[src/rtl/vrased_reset_ctrl_pkg.sv]
// Shared constants for the VRASED reset controller: peripheral register map,
// FSM state encoding and monitor kill-source indices.
package vrased_reset_ctrl_pkg;

  localparam logic [13:0] RST_CTRL_BASE      = 14'h0190;
  localparam logic [13:0] RST_CTRL_CAUSE_OFS = 14'd0;
  localparam logic [13:0] RST_CTRL_COUNT_OFS = 14'd1;

  typedef enum logic [1:0] {
    IDLE    = 2'd0,
    HOLD    = 2'd1,
    RELEASE = 2'd2
  } rst_state_t;

  localparam int SRC_XSTACK = 0;
  localparam int SRC_ATOMIC = 1;
  localparam int SRC_KEYAC  = 2;
  localparam int SRC_SPARE  = 3;

  // The violation counter sticks at its maximum rather than wrapping
  function automatic logic [7:0] sat_inc8(input logic [7:0] value);
    return (value == 8'hff) ? value : value + 8'd1;
  endfunction

endpackage

[src/rtl/rst_ctrl_regs.sv]
// Sticky CAUSE / saturating COUNT peripheral registers of the reset controller,
// with write-1-to-clear on CAUSE and the combinational read mux.
module rst_ctrl_regs
  import vrased_reset_ctrl_pkg::*;
#(
  parameter int          NUM_SRC   = 4,
  parameter logic [13:0] BASE_ADDR = RST_CTRL_BASE
) (
  input  logic               clk,
  input  logic               reset_n,
  input  logic [NUM_SRC-1:0] set_cause,
  input  logic               inc_count,
  input  logic [13:0]        per_addr,
  input  logic [15:0]        per_din,
  input  logic               per_en,
  input  logic [1:0]         per_we,
  output logic [15:0]        per_dout
);

  logic [NUM_SRC-1:0] cause_q;
  logic [7:0]         count_q;
  logic               wr_en;
  logic               rd_en;
  logic               sel_cause;
  logic               sel_count;
  logic [NUM_SRC-1:0] clr_mask;
  logic               unused_din;

  assign wr_en     = per_en && (per_we != 2'b00);
  assign rd_en     = per_en && (per_we == 2'b00);
  assign sel_cause = (per_addr == (BASE_ADDR + RST_CTRL_CAUSE_OFS));
  assign sel_count = (per_addr == (BASE_ADDR + RST_CTRL_COUNT_OFS));
  assign clr_mask  = (wr_en && sel_cause) ? per_din[NUM_SRC-1:0] : '0;
  assign unused_din = ^per_din[15:NUM_SRC];

  // A set arriving on the same edge as a W1C write must survive it
  always_ff @(posedge clk or negedge reset_n) begin
    if (!reset_n) begin
      cause_q <= '0;
      count_q <= 8'h00;
    end else begin
      cause_q <= (cause_q & ~clr_mask) | set_cause;
      if (wr_en && sel_count) begin
        count_q <= inc_count ? 8'h01 : 8'h00;
      end else if (inc_count) begin
        count_q <= sat_inc8(count_q);
      end
    end
  end

  always_comb begin
    per_dout = 16'h0000;
    if (rd_en && sel_cause) begin
      per_dout = 16'(cause_q);
    end else if (rd_en && sel_count) begin
      per_dout = {8'h00, count_q};
    end
  end

endmodule

[src/rtl/vrased_reset_ctrl.sv]
// Consumer end of the security-monitor kill protocol: stretches a reset into
// the core and holds it until the core is seen re-entering at the reset vector.
module vrased_reset_ctrl
  import vrased_reset_ctrl_pkg::*;
#(
  parameter int          NUM_SRC       = 4,
  parameter int          STRETCH       = 8,
  parameter int          WAIT_MAX      = 64,
  parameter logic [15:0] RESET_HANDLER = 16'hfffe,
  parameter logic [13:0] BASE_ADDR     = RST_CTRL_BASE
) (
  input  logic               clk,
  input  logic               reset_n,
  input  logic [NUM_SRC-1:0] viol_req,
  input  logic [15:0]        pc,
  input  logic [13:0]        per_addr,
  input  logic [15:0]        per_din,
  input  logic               per_en,
  input  logic [1:0]         per_we,
  output logic [15:0]        per_dout,
  output logic               cpu_rst,
  output logic               busy
);

  localparam int SCW = (STRETCH > 1) ? $clog2(STRETCH) : 1;
  localparam int WCW = (WAIT_MAX > 1) ? $clog2(WAIT_MAX) : 1;
  localparam logic [SCW-1:0] STRETCH_LOAD = SCW'(STRETCH - 1);
  localparam logic [WCW-1:0] WAIT_LAST    = WCW'(WAIT_MAX - 1);

  rst_state_t         state_q, state_d;
  logic [SCW-1:0]     stretch_q, stretch_d;
  logic [WCW-1:0]     wait_q, wait_d;
  logic [NUM_SRC-1:0] mask_q, mask_d;
  logic               seen_q, seen_d;
  logic               cpu_rst_q;
  logic [NUM_SRC-1:0] new_src;
  logic               seen_now;
  logic [NUM_SRC-1:0] set_cause;
  logic               inc_count;

  always_ff @(posedge clk or negedge reset_n) begin
    if (!reset_n) begin
      state_q   <= IDLE;
      stretch_q <= '0;
      wait_q    <= '0;
      mask_q    <= '0;
      seen_q    <= 1'b0;
      cpu_rst_q <= 1'b0;
    end else begin
      state_q   <= state_d;
      stretch_q <= stretch_d;
      wait_q    <= wait_d;
      mask_q    <= mask_d;
      seen_q    <= seen_d;
      cpu_rst_q <= (state_d == HOLD);
    end
  end

  assign new_src  = viol_req & ~mask_q;
  assign seen_now = seen_q || (pc == RESET_HANDLER);

  // Priority: new source re-hold, then wait-window expiry, then return to IDLE
  always_comb begin
    state_d   = state_q;
    stretch_d = stretch_q;
    wait_d    = wait_q;
    mask_d    = mask_q;
    seen_d    = seen_q;
    set_cause = '0;
    inc_count = 1'b0;
    case (state_q)
      IDLE: begin
        if (|viol_req) begin
          state_d   = HOLD;
          mask_d    = viol_req;
          set_cause = viol_req;
          inc_count = 1'b1;
          stretch_d = STRETCH_LOAD;
        end
      end
      HOLD: begin
        if (|new_src) begin
          mask_d    = mask_q | new_src;
          set_cause = new_src;
          stretch_d = STRETCH_LOAD;
        end else if (stretch_q == '0) begin
          state_d = RELEASE;
          wait_d  = '0;
          seen_d  = 1'b0;
        end else begin
          stretch_d = stretch_q - SCW'(1);
        end
      end
      RELEASE: begin
        seen_d = seen_now;
        if (|new_src) begin
          state_d   = HOLD;
          mask_d    = mask_q | new_src;
          set_cause = new_src;
          stretch_d = STRETCH_LOAD;
        end else if ((wait_q == WAIT_LAST) && (!seen_now || (|viol_req))) begin
          state_d   = HOLD;
          stretch_d = STRETCH_LOAD;
        end else if (!(|viol_req) && seen_now) begin
          state_d = IDLE;
        end else begin
          wait_d = wait_q + WCW'(1);
        end
      end
      default: begin
        state_d = IDLE;
      end
    endcase
  end

  assign cpu_rst = cpu_rst_q;
  assign busy    = (state_q != IDLE);

  rst_ctrl_regs #(
    .NUM_SRC   (NUM_SRC),
    .BASE_ADDR (BASE_ADDR)
  ) u_regs (
    .clk       (clk),
    .reset_n   (reset_n),
    .set_cause (set_cause),
    .inc_count (inc_count),
    .per_addr  (per_addr),
    .per_din   (per_din),
    .per_en    (per_en),
    .per_we    (per_we),
    .per_dout  (per_dout)
  );

endmodule

[config.mk]
export PLATFORM = sky130hd
export DESIGN_NAME = vrased_reset_ctrl
export DESIGN_NICKNAME = d
export VERILOG_FILES = /design/src/rtl/vrased_reset_ctrl_pkg.sv /design/src/rtl/rst_ctrl_regs.sv /design/src/rtl/vrased_reset_ctrl.sv
export SDC_FILE = /design/constraint.sdc
export NUM_CORES = 1
export LEC_CHECK = 0
export ABC_CLOCK_PERIOD_IN_PS = 3540
export BUFFER_PORTS_ARGS = -buffer_cell sky130_fd_sc_hd__buf_2
export CORE_ASPECT_RATIO = 1.1
export CORE_MARGIN = 2
export CORE_UTILIZATION = 50
export DETAILED_ROUTE_END_ITERATION = 8
export PLACE_DENSITY = 0.81
export SLEW_MARGIN = 20
export SYNTH_ARGS = -nofsm -noshare
export SYNTH_HDL_FRONTEND = slang
export SYNTH_SLANG_ARGS = --single-unit
[constraint.sdc]
create_clock -name clk -period 3.54 [get_ports clk]
set_clock_uncertainty 0.05 [all_clocks]
set_input_delay 0.177 -clock clk [delete_from_list [all_inputs] [get_ports clk]]
set_output_delay 0.177 -clock clk [all_outputs]
set_load 0.03 [all_outputs]
Word level (Yosys, flattened, before mapping)
Cells that the tools add are included.

Register bits: 29. Input bits: 55. Output and inout bits: 18. Word-level logic and storage cells: 101.

$add $sub $neg: 3. Eq/ne operators: 18. Muxes and demuxes: 37. Bitwise gates (word level): 6. Reduce and logical (&&, ||, !) cells: 29.

Operator list (number): two-way mux 8 bit (4); two-way mux 6 bit (5); == test 14 x 9 -> 1 bit, second input constant (2); two-way mux 4 bit (5); == test 16 bit, second input constant (1); two-way mux 16 bit (1); one-hot mux 4 bit (2 select lines) (2); two-way mux 3 bit (5); two-way mux 2 bit (6); inequality test 2 bit, second input constant (6); one-hot mux 6 bit (2 select lines) (1); nonzero test 2 bit (5); one-hot mux 3 bit (3 select lines) (1); adder 8 x 1 -> 8 bit, second input constant (1); AND 4 bit (2); == test 8 bit, second input constant (1); logical AND 1 bit (8); inverter 4 bit (2); OR 4 bit (2); OR reduction 4 bit (2); adder 6 x 1 -> 6 bit, second input constant (1); == test 6 bit, second input constant (1); inequality test 3 bit, second input constant (2); one-hot mux 2 bit (3 select lines) (1); 16 further kinds (26).

Depth between registers and ports, before layout
Gate-level depths: netlist of the first run.

Depth after elaboration: 9. Mapped depth: 8. Depth with buffers taken out: 7.

Hierarchy
From an unflattened synthesis of the first run, not the netlist that was laid out.

Cells, all modules: 228. Area total of the unflattened synthesis: 2149.6 µm².

By module, submodules not included: vrased_reset_ctrl (times used 1, cells an instance 140, area each 1312.5 µm², seq. area each 425.4 µm²); rst_ctrl_regs (times used 1, cells an instance 88, area each 837.1 µm², seq. area each 300.3 µm²).

Least setup slack after synthesis of the first run
Ideal clock, no wire load.

Path type: reg2reg. From: register state_q[1]. To: register stretch_q[0]. Library setup time: 0.125 ns. Data arrival time: 1.920 ns. Required time: 3.365 ns. Slack: 1.445 ns. Cell stages (with the launch flop): 9. Buffers on the path: 2. Period minus slack after synthesis: 2.095 ns. Path through: dfrtp_1 > inv_1 > ha_1 > clkbuf_1 > and2_0 > clkbuf_1 > a221o_1 > a31oi_1 > mux2_2.

Cells in the longest elaborated chain, start to end: 3. Elaborated cells between the ends (all ways): 9. Those cells by class: 5 x eq/ne; 1 x mux; 3 x reduce/logical.

RTL lines: from (decl) (RTL line vrased_reset_ctrl.sv:30) `rst_state_t state_q, state_d;`; from (signal assigned) (RTL line vrased_reset_ctrl.sv:50) `state_q <= state_d;`; == test 2 bit, or another cell as far along (RTL line vrased_reset_ctrl.sv:71) `case (state_q)`; inequality test 3 bit (no line), or another cell as far along; AND reduction 4 bit (no line); to (signal assigned) (RTL line vrased_reset_ctrl.sv:51) `stretch_q <= stretch_d;`; to (decl) (RTL line vrased_reset_ctrl.sv:31) `logic [SCW-1:0] stretch_q, stretch_d;`.

Several ways; a longest one is shown, not always the timed one. A chain may end at the register's enable or synchronous reset.

Worst setup path in the final report of the first run
From: register mask_q[2]. To: register wait_q[2].

Cells in the longest elaborated chain, start to end: 5. Elaborated cells between the ends (all ways): 6. Those cells by class: 2 x eq/ne; 2 x bitwise; 2 x reduce/logical.

RTL lines: from (decl) (RTL line vrased_reset_ctrl.sv:33) `logic [NUM_SRC-1:0] mask_q, mask_d;`; from (signal assigned) (RTL line vrased_reset_ctrl.sv:53) `mask_q <= mask_d;`; inverter 4 bit (*) (RTL line vrased_reset_ctrl.sv:59) `assign new_src = viol_req & ~mask_q;`; AND 4 bit (*) (RTL line vrased_reset_ctrl.sv:59); OR reduction 4 bit (*) (RTL line vrased_reset_ctrl.sv:82, vrased_reset_ctrl.sv:96); inequality test 2 bit (no line); AND reduction 6 bit (no line) (*); to (signal assigned) (RTL line vrased_reset_ctrl.sv:52) `wait_q <= wait_d;`; to (decl) (RTL line vrased_reset_ctrl.sv:32) `logic [WCW-1:0] wait_q, wait_d;`.

Mark *: on every way between the ends. The rest lies on a longest branch, timed or not.

==> flow_summary.json, run 1 <==
{
  "outcome": "complete, no violations",
  "internal_power_mw": 0.7383,
  "path_cells": "inv_1, a2111oi_4, o21ai_2, nor3_1, mux2_2",
  "cts_tree": "yes",
  "synth_area_um2": 1973,
  "timing.final.ws_setup_ns": 1.146,
  "ys_seq_elements": 29,
  "synth-adder-area-share_pct": 5.073,
  "critPathCaptureType": "flop",
  "avgViaCountPerCell": 5.472,
  "rows": 23,
  "synth.top_cells.by_area": "dfrtp_1 (37%), ha_1 (5.1%), nor2_1 (4.8%)",
  "max_freq_mhz": 417.7,
  "comb_power_share_pct": 38.5,
  "antenna_found_initial": 0,
  "yosys.area.top_type": "dfrtp_1",
  "cts-root-buf": "clkbuf_8",
  "gr-total-overflow": 0,
  "tightest_slew_ns": 0.9652,
  "cpLargestDelayFamily": "compound AO/OA/AOI/OAI gates",
  "hpwl_mm": 3.108,
  "hold_violations": 0,
  "relSlewSlack_pct": 35.65,
  "fillers": 325,
  "nets": 336,
  "ctsHtreeMaxLevel": 2,
  "power_density_nw_per_um2": 530.5,
  "synth_top_family_by_area": "simple AND/OR/NAND/NOR gates",
  "ys.warnings.count": 0,
  "p_seq_share_pct": 40.1,
  "tns_ns": 0,
  "ant_nets": 0,
  "critPathSlowestCell": "a2111oi_4",
  "grt_max_degree": 30,
  "synth_edf_count": 0,
  "synth_common_cells": "dfrtp_1 (29), nor2_1 (25), inv_1 (14)",
  "num_vias": 1773,
  "core-area_um2": 3712,
  "critPathArrivalTime_ns": 2.51,
  "cts_buffers": 5,
  "drive_gt1_share_pct": 25.55,
  "async_flop_share_pct": 100.0,
  "yosys.area_share.simple_pct": 23.59,
  "worstPathRequired_ns": 3.66,
  "cap_violations": 0,
  "globalplace.congestion": 0.8007,
  "routed_wl_mm": 4.188,
  "worstSetupPathDepth": 5,
  "peakVddDrop_v": 0.0003284,
  "grt_usage_pct": 19.99,
  "hold_buffers": 1,
  "synth_most_common_cell": "dfrtp_1",
  "setup.worst_path.class": "flop to flop",
  "ys_seq_area_share_pct": 36.78,
  "yosysUniqueCellTypes": 53,
  "worst-path-buf-inv": 1,
  "worst_setup_path_start_kind": "flop",
  "avgSynthCellArea_um2": 8.969,
  "drt_iter0_drc": 64,
  "path_max_fanout": 19,
  "fin_crit_sh_pct": 67.63,
  "finalSetupViolCount": 0,
  "post_cts_buffers": 0,
  "grt_pass1_vias": 1646,
  "p_sw_mw": 0.4983,
  "synth_compound_area_share_pct": 19.47,
  "drc": 0,
  "path_clk_slew_ns": 0.07,
  "chipWidth_um": 63.90,
  "dieArea_um2": 4465,
  "synth_cells": 220,
  "cts_buffer_depth": 2,
  "slew_viol_final": 0,
  "placed_cell_area_um2": 2238,
  "grt_pass1_wl_mm": 7.086,
  "syn2layout_area_growth_pct": 18.14,
  "pre_cts_ws_ns": 1.164,
  "fin_crit_ns": 2.394,
  "ios": 73,
  "cpPeakStageDelay_ns": 0.90,
  "antenna_cells": 0,
  "power.clock.fraction_pct": 21.4,
  "wl_per_cell_um": 12.93,
  "dr.pass1.iters": 4,
  "power.leakage_nw": 1.092,
  "synthXorXnorAreaFrac_pct": 2.663,
  "ys.flop_type": "dfrtp_1",
  "cts_sinks": 29,
  "initial_core_util_pct": 53.15,
  "port_buffers": 52,
  "post_cts_resized": 0,
  "rr_worst_depth": 5,
  "muxShareOfSynthArea_pct": 5.327,
  "clk_latency_ns": 0.29,
  "fin_area_um2": 2331,
  "hp-class": "primary input to flop",
  "rsz0062_at_grt": "no",
  "yosysTopAreaCellShare_pct": 36.78,
  "min_path_cells": 3,
  "die_h_um": 69.89,
  "swShare_pct": 40.29
}
worst register-to-register path, delay by kind of cell, from the launching register on:
family | cells | cell delay (ns)
DFF | 1 | 0.40
AOI/OAI and AO/OA | 2 | 1.16
and+or+nand+nor | 1 | 0.23
muxes | 1 | 0.35
buffers and inverters | 1 | 0.09
routing by layer:
| metal | routed length, um | global-route usage [%] |
|---|---|---|
| met4 | 69 | 7.246 |
| met5 | 0 | 0 |
| met3 | 273 | 5.314 |
| met2 | 2054 | 34.14 |
| met1 | 1790 | 23.89 |
layout by cell type (no fill, tap or decap), types with 4 or more instances in the layout:
cell	instances
a21oi_1	13
inv_1	14
mux2_2	4
and3_1	7
nand2_1	13
nand3_1	10
o21ai_0	7
nand4_1	4
xnor2_1	5
nor2_1	25
clkbuf_8	5
nor3_1	6
conb_1	8
a32o_1	4
buf_2	52
mux2i_1	6
ha_1	8
dfrtp_1	29
registers in the layout, summed over array words and instances, names as in the netlist:
| name | count |
|---|---|
| wait_q | 6 |
| u_regs.count_q | 8 |
| u_regs.cause_q | 4 |
| seen_q | 1 |
| mask_q | 4 |
| cpu_rst | 1 |
| stretch_q | 3 |
| state_q | 2 |
per-stage QoR:
step	cells	utilization, %	hold WS (ns)	power (mW)
finish	324	62.79	0.1229	1.237
global route	324	62.79	0.1226	1.340
CTS	324	62.79	0.1207	1.247
detailed placement	315	60.30	0.1916	0.9783
global placement	315	60.30	0.1843	0.9593
floorplan	227	-	-0.1686	0.8614
kinds of logic (layout without fill, tap and decap cells):
| family | Yosys count | count (layout) |
|---|---|---|
| xor+xnor | 6 | 6 |
| fa+ha+maj | 8 | 8 |
| other cells | 1 | 8 |
| mux | 10 | 10 |
| flops | 29 | 29 |
| buf+inv | 28 | 75 |
| simple gates | 87 | 87 |
| compound gates | 51 | 51 |
worst paths after layout:
check / startpoint / to / slack (ns)
worst min register to register: u_regs.cause_q[2] / u_regs.cause_q[2] / 0.45
min in group asynchronous: reset_n / u_regs.count_q[5] / 0.42
worst min-delay path: per_din[1] / u_regs.cause_q[1] / 0.12
worst max register to register: mask_q[2] / wait_q[2] / 1.15
max in group asynchronous: reset_n / wait_q[1] / 2.59
worst max-delay path: mask_q[2] / wait_q[2] / 1.15
layout make-up:
cell class / count / area [um2] / share of cell area (%)
Inverter: 14 / 52.55 / 2.254
Multi-Input combinational cell: 170 / 1137 / 48.79
Clock inverter: 2 / 10.01 / 0.4294
Timing Repair Buffer: 53 / 270.3 / 11.59
Clock buffer: 6 / 72.57 / 3.113
Tap cell: 50 / 62.56 / 2.684
Sequential cell: 29 / 725.7 / 31.13
power groups by stage:
stage	registers, mW	logic (mW)	clock network [mW]
floorplan	0.491	0.370	0
global placement	0.496	0.463	0
detailed placement	0.503	0.476	0
CTS	0.496	0.480	0.271
global route	0.511	0.543	0.286
finish	0.496	0.477	0.264
(Power assumes the default switching activity.)
==> inputs of run 2 (changes only) <==
--- a/config.mk
+++ b/config.mk
@@ -5,13 +5,14 @@
 export SDC_FILE = /design/constraint.sdc
 export NUM_CORES = 1
 export LEC_CHECK = 0
-export ABC_CLOCK_PERIOD_IN_PS = 3540
+export ABC_AREA = 1
+export ABC_CLOCK_PERIOD_IN_PS = 2100
 export BUFFER_PORTS_ARGS = -buffer_cell sky130_fd_sc_hd__buf_2
 export CORE_ASPECT_RATIO = 1.1
 export CORE_MARGIN = 2
-export CORE_UTILIZATION = 50
+export CORE_UTILIZATION = 45
 export DETAILED_ROUTE_END_ITERATION = 8
-export PLACE_DENSITY = 0.81
+export PLACE_DENSITY = 0.76
 export SLEW_MARGIN = 20
 export SYNTH_ARGS = -nofsm -noshare
 export SYNTH_HDL_FRONTEND = slang
==> constraint.sdc (replaced) <==
create_clock -name clk -period 2.1 [get_ports clk]
set_clock_uncertainty 0.05 [all_clocks]
set_input_delay 0.105 -clock clk [delete_from_list [all_inputs] [get_ports clk]]
set_output_delay 0.105 -clock clk [all_outputs]
set_load 0.03 [all_outputs]
==> run 2 against run 1 <==
Core utilization decreased by 5.5 points; sequential share of layout area down 2.0 points; final area increased by 6.9%; flip-flop and latch count did not move; hold slack got worse by 0.068 ns; synthesized cell count increased by 30%; critical path type unchanged; largest cell class unchanged.
==> flow_summary.json, run 2 <==
{
  "antenna_found_initial": 0,
  "hp-class": "primary input to flop",
  "placed_cell_area_um2": 2349,
  "hpwl_mm": 3.382,
  "syn2layout_area_growth_pct": 21.91,
  "tns_ns": 0,
  "async_flop_share_pct": 100.0,
  "critPathCaptureType": "flop",
  "largest_register_ffs": 8,
  "hold_buffers": 1,
  "drive_gt1_share_pct": 22.41,
  "initial_core_util_pct": 47.02,
  "cts_sinks": 29,
  "relSlewSlack_pct": 56.52,
  "synth_area_um2": 2044,
  "chipWidth_um": 68.27,
  "yosysTopAreaCellShare_pct": 35.50,
  "synth_edf_count": 0,
  "fillers": 409,
  "max_freq_mhz": 560.4,
  "worst-path-buf-inv": 1,
  "synth_common_cells": "nand2_1 (64), inv_1 (51), dfrtp_1 (29)",
  "peakVddDrop_v": 0.0004531,
  "nets": 410,
  "grt_max_degree": 30,
  "antenna_cells": 0,
  "ys.warnings.count": 0,
  "rsz0062_at_grt": "no",
  "cap_violations": 0,
  "core-area_um2": 4348,
  "avgSynthCellArea_um2": 7.124,
  "cpLargestDelayFamily": "simple AND/OR/NAND/NOR gates",
  "cts_buffer_depth": 2,
  "grt_pass1_vias": 1864,
  "rows": 25,
  "use_met3_pct": 4.933,
  "gr-total-overflow": 0,
  "critPathSlowestCell": "dfrtp_1",
  "wl_per_cell_um": 10.61,
  "hold_violations": 0,
  "num_vias": 1975,
  "yosys.area.top_type": "dfrtp_1",
  "ios": 73,
  "die_h_um": 74.70,
  "routed_wl_mm": 4.265,
  "cpPeakStageDelay_ns": 0.43,
  "final_cell_mix": "nand2_1 (64), buf_2 (52), inv_1 (51), dfrtp_1 (29), nor2_1 (28)",
  "final_common_cell": "nand2_1",
  "cts_tree": "yes",
  "setup.worst_path.class": "flop to flop",
  "cts-root-buf": "clkbuf_8",
  "hold_ws_ns": 0.05458,
  "synth_cells": 287,
  "yosysUniqueCellTypes": 36,
  "finalSetupViolCount": 0,
  "top_register": "u_regs.count_q",
  "use_met2_pct": 34.84,
  "timing.final.ws_setup_ns": 0.3157,
  "worstPathRequired_ns": 2.23,
  "grtUsageMet1_pct": 20.17,
  "path_max_fanout": 7,
  "ys_seq_elements": 29,
  "power.leakage_nw": 1.368,
  "post_cts_buffers": 0,
  "fin_crit_sh_pct": 84.97,
  "slew_viol_final": 0,
  "globalplace.congestion": 0.7911,
  "largestRegisters": "u_regs.count_q x8, wait_q x6",
  "ys.flop_type": "dfrtp_1",
  "grt_pass1_wl_mm": 7.251,
  "utilization_pct": 57.32,
  "worst_setup_path_start_kind": "flop",
  "fin_crit_ns": 1.784,
  "grt_busiest_layer": "met2",
  "outcome": "complete, no violations",
  "post_cts_resized": 0,
  "dieArea_um2": 5099,
  "critPathArrivalTime_ns": 1.91,
  "tightest_slew_ns": 0.6523,
  "dr.pass1.iters": 4,
  "power_density_nw_per_um2": 996.3,
  "fin_area_um2": 2492,
  "drc": 0,
  "grt_usage_pct": 18.85,
  "ant_nets": 0,
  "ys_seq_area_share_pct": 35.50,
  "clk_latency_ns": 0.29,
  "drt_iter0_drc": 56,
  "port_buffers": 52,
  "path_clk_slew_ns": 0.07,
  "cts_buffers": 5,
  "synth.top_cells.by_area": "dfrtp_1 (35%), nand2_1 (12%), inv_1 (9.4%)",
  "path_cells": "inv_1, ha_1, nand2_2, a21oi_4, nand2_4, nor2_1, nand3_1, nand2_1, a21oi_1",
  "avgViaCountPerCell": 4.913,
  "synth_most_common_cell": "nand2_1",
  "ctsHtreeMaxLevel": 2,
  "pre_cts_ws_ns": 0.3412
}
run 2: cell type report:
type                            count  area [um2]  area share (%)
Tap cell                           54       67.56           2.711
Sequential cell                    29       725.7           29.12
Inverter                           52       196.4           7.882
Multi-Input combinational cell    204        1084           43.47
Timing Repair Buffer               55       285.3           11.45
Clock buffer                        5       68.82           2.761
Clock inverter                      3       65.06           2.610
run 2: tightest hold or removal path: stages:
cell and delay [ns]:
buf_2 0.10, o211ai_1 0.08, nand2_1 0.06
run 2: report_power, final:
group | total [mW] | switching (mW) | internal [mW]
clock network | 0.693 | 0.222 | 0.471
registers | 0.820 | 0.108 | 0.712
logic | 0.970 | 0.635 | 0.335
run 2: cells by family (layout without fill, tap and decap cells):
group | Yosys count | count (layout) | share of synthesized area, %
AO/OA/AOI/OAI | 48 | 48 | 13.71
XOR/XNOR | 1 | 1 | 0.4285
adder cells (fa/ha/maj) | 8 | 8 | 4.896
buffers and inverters | 61 | 115 | 12.79
flip-flops | 29 | 29 | 35.50
other | 1 | 8 | 0.1834
AND/OR/NAND/NOR | 139 | 139 | 32.50
run 2: worst paths after layout:
path	startpoint	slack [ns]	cells past startpoint	endpoint
setup / recovery	state_q[0]	0.32	9	u_regs.count_q[7]
hold / removal	viol_req[0]	0.05	3	u_regs.cause_q[0]
setup reg to reg	state_q[0]	0.32	9	u_regs.count_q[7]
hold reg to reg	seen_q	0.43	2	seen_q
max in group asynchronous	reset_n	1.24	2	u_regs.cause_q[2]
min in group asynchronous	reset_n	0.33	2	u_regs.count_q[0]
run 2: metal layers:
metal  up-vias  share of wire (%)
met1       883                 42
li1       1026                  -
met4         0                1.7
met3         7                6.3
met2        59                 50
met5         -                  0
run 2: metrics by stage:
step | instances | power, mW
2_1_floorplan | 294 | 1.567
6_report | 402 | 2.483
4_1_cts | 402 | 2.507
3_3_place_gp | 393 | 1.762
5_1_grt | 402 | 2.692
3_5_place_dp | 393 | 1.792
==> inputs of run 3 (changes only) <==
--- a/config.mk
+++ b/config.mk
@@ -6,13 +6,13 @@
 export NUM_CORES = 1
 export LEC_CHECK = 0
 export ABC_AREA = 1
-export ABC_CLOCK_PERIOD_IN_PS = 2100
+export ABC_CLOCK_PERIOD_IN_PS = 1800
 export BUFFER_PORTS_ARGS = -buffer_cell sky130_fd_sc_hd__buf_2
 export CORE_ASPECT_RATIO = 1.1
 export CORE_MARGIN = 2
-export CORE_UTILIZATION = 45
+export CORE_UTILIZATION = 50
 export DETAILED_ROUTE_END_ITERATION = 8
-export PLACE_DENSITY = 0.76
+export PLACE_DENSITY = 0.8
 export SLEW_MARGIN = 20
 export SYNTH_ARGS = -nofsm -noshare
 export SYNTH_HDL_FRONTEND = slang
==> constraint.sdc (replaced) <==
create_clock -name clk -period 1.8 [get_ports clk]
set_clock_uncertainty 0.05 [all_clocks]
set_input_delay 0.09 -clock clk [delete_from_list [all_inputs] [get_ports clk]]
set_output_delay 0.09 -clock clk [all_outputs]
set_load 0.03 [all_outputs]
==> run 3 against run 2 <==
Worst setup slack worse by 0.18 ns; routed wire length rose by 6.4%; maximum frequency rose by 7.3%; largest power group unchanged; final cell count increased by 1.5%; first-iteration DRC count increased by 3.6%; final area grew 2.7%; critical endpoint is now wait_q[1]; hold slack lost 0.014 ns; via count increased by 2.9%; register-to-register slack got worse by 0.18 ns; highest routed layer unchanged; die area down 9.5%; critical path depth increased by 3; largest cell class unchanged.
==> flow_summary.json, run 3 (synthesis results as in run 2) <==
{
  "outcome": "complete, no violations",
  "critPathArrivalTime_ns": 1.79,
  "total_power_mw": 2.775,
  "cts_buffers": 5,
  "final_common_cell": "nand2_1",
  "peakVddDrop_v": 0.0005903,
  "cts_sinks": 29,
  "ant_nets": 0,
  "antenna_found_initial": 0,
  "cap_violations": 0,
  "wl_per_cell_um": 11.12,
  "max_freq_mhz": 601.3,
  "relSlewSlack_pct": 54.82,
  "cts_buffer_depth": 2,
  "rows": 24,
  "worst_setup_path_start_kind": "flop",
  "clk_latency_ns": 0.29,
  "worstPathRequired_ns": 1.93,
  "power_density_nw_per_um2": 1085,
  "syn2layout_area_growth_pct": 25.15,
  "largestRegisters": "u_regs.count_q x8, wait_q x6",
  "port_buffers": 52,
  "tightest_slew_ns": 0.6777,
  "antenna_cells": 0,
  "fin_crit_ns": 1.663,
  "cts_tree": "yes",
  "fin_crit_sh_pct": 92.39,
  "avgViaCountPerCell": 4.983,
  "largest_register_ffs": 8,
  "grt_pass1_wl_mm": 7.438,
  "cts-root-buf": "clkbuf_8",
  "path_clk_slew_ns": 0.07,
  "die_h_um": 71.07,
  "gr-total-overflow": 0,
  "drt_iter0_drc": 58,
  "setup.worst_path.class": "flop to flop",
  "nets": 418,
  "dp.cells": 393,
  "hold_violations": 0,
  "finalNonFillerCells": 408,
  "regToRegSetupSlack_ns": 0.14,
  "chipWidth_um": 64.97,
  "grt_pass1_vias": 1893,
  "path_max_fanout": 5,
  "ios": 73,
  "power.leakage_nw": 1.378,
  "grt_max_degree": 30,
  "hpwl_mm": 3.392,
  "finalSetupViolCount": 0,
  "num_vias": 2033,
  "top_register": "u_regs.count_q",
  "dr.pass1.iters": 4,
  "ctsHtreeMaxLevel": 2,
  "drive_gt1_share_pct": 28.37,
  "initial_core_util_pct": 51.97,
  "hp-class": "primary input to flop",
  "final_cell_mix": "nand2_1 (61), buf_2 (52), inv_1 (48), dfrtp_1 (29), nor2_1 (24)",
  "grt_usage_pct": 20.23,
  "slew_viol_final": 0,
  "globalplace.congestion": 0.8250,
  "critPathCaptureType": "flop",
  "core-area_um2": 3934,
  "routed_wl_mm": 4.537,
  "drc": 0,
  "dieArea_um2": 4617
}
-- run 3: cell count changes in the layout (fill, tap and decap cells not counted), sizes merged --
cell / change
nand2: +1
buf: +7
clkinv: +1
clkinvlp: +1
bufinv: -2
-- run 3: report_power, final --
group | total, mW | switching (mW) | internal, mW
logic | 1.29 | 0.799 | 0.489
clock network | 0.529 | 0.263 | 0.266
registers | 0.958 | 0.128 | 0.831
-- run 3: critical path: stages (launching register included) --
cell	delay [ns]
dfrtp_1	0.39
inv_2	0.10
ha_4	0.14
inv_2	0.04
nor2_4	0.11
inv_1	0.05
nand2_1	0.06
o211ai_1	0.09
nor2_1	0.14
nand2_2	0.14
buf_6	0.14
nand3_1	0.05
nand2_1	0.06
-- run 3: layer usage --
metal	up-vias	track usage (%)	part of all wire, %
li1	1047	-	-
met1	914	21.88	41
met2	66	38.37	52
met3	6	4.134	5.8
met4	0	7.092	1.5
met5	-	0	0
-- run 3: per-stage QoR --
step	TNS, ns	hold slack [ns]	worst slack, ns	instance area, um2	utilization [%]
floorplan	0	-0.2556	0.1120	2071	-
global placement	0	0.1085	0.1417	2361	60.02
detailed placement	0	0.1126	0.09645	2361	60.02
CTS	0	0.03800	0.08328	2457	62.47
global route	-0.3160	0.05913	-0.06165	2559	65.04
finish	0	0.04063	0.1369	2559	65.04
-- run 3: cell type report --
class / instances / area, um2
fill: 388 / 1375
timing repair buffer: 62 / 341.6
inverter: 52 / 196.4
tap: 52 / 65.06
multi-input combinational: 205 / 1144
sequential: 29 / 725.7
clock inverter: 3 / 17.52
clock buffer: 5 / 68.82
-- run 3: worst paths after layout --
kind | cells after the start | from | end
max | 12 | stretch_q[0] | wait_q[1]
min | 3 | viol_req[0] | u_regs.cause_q[0]
max reg2reg | 12 | stretch_q[0] | wait_q[1]
min reg2reg | 2 | seen_q | seen_q
max in group asynchronous | 2 | reset_n | u_regs.cause_q[1]
min in group asynchronous | 2 | reset_n | wait_q[1]
-- run 3: what timing repair did --
action	4_1_cts	5_1_grt
resized for setup	0	20
hold buffers	1	0
buffers inserted	0	5
hold endpoints to repair	29	0
setup endpoints to repair	0	11
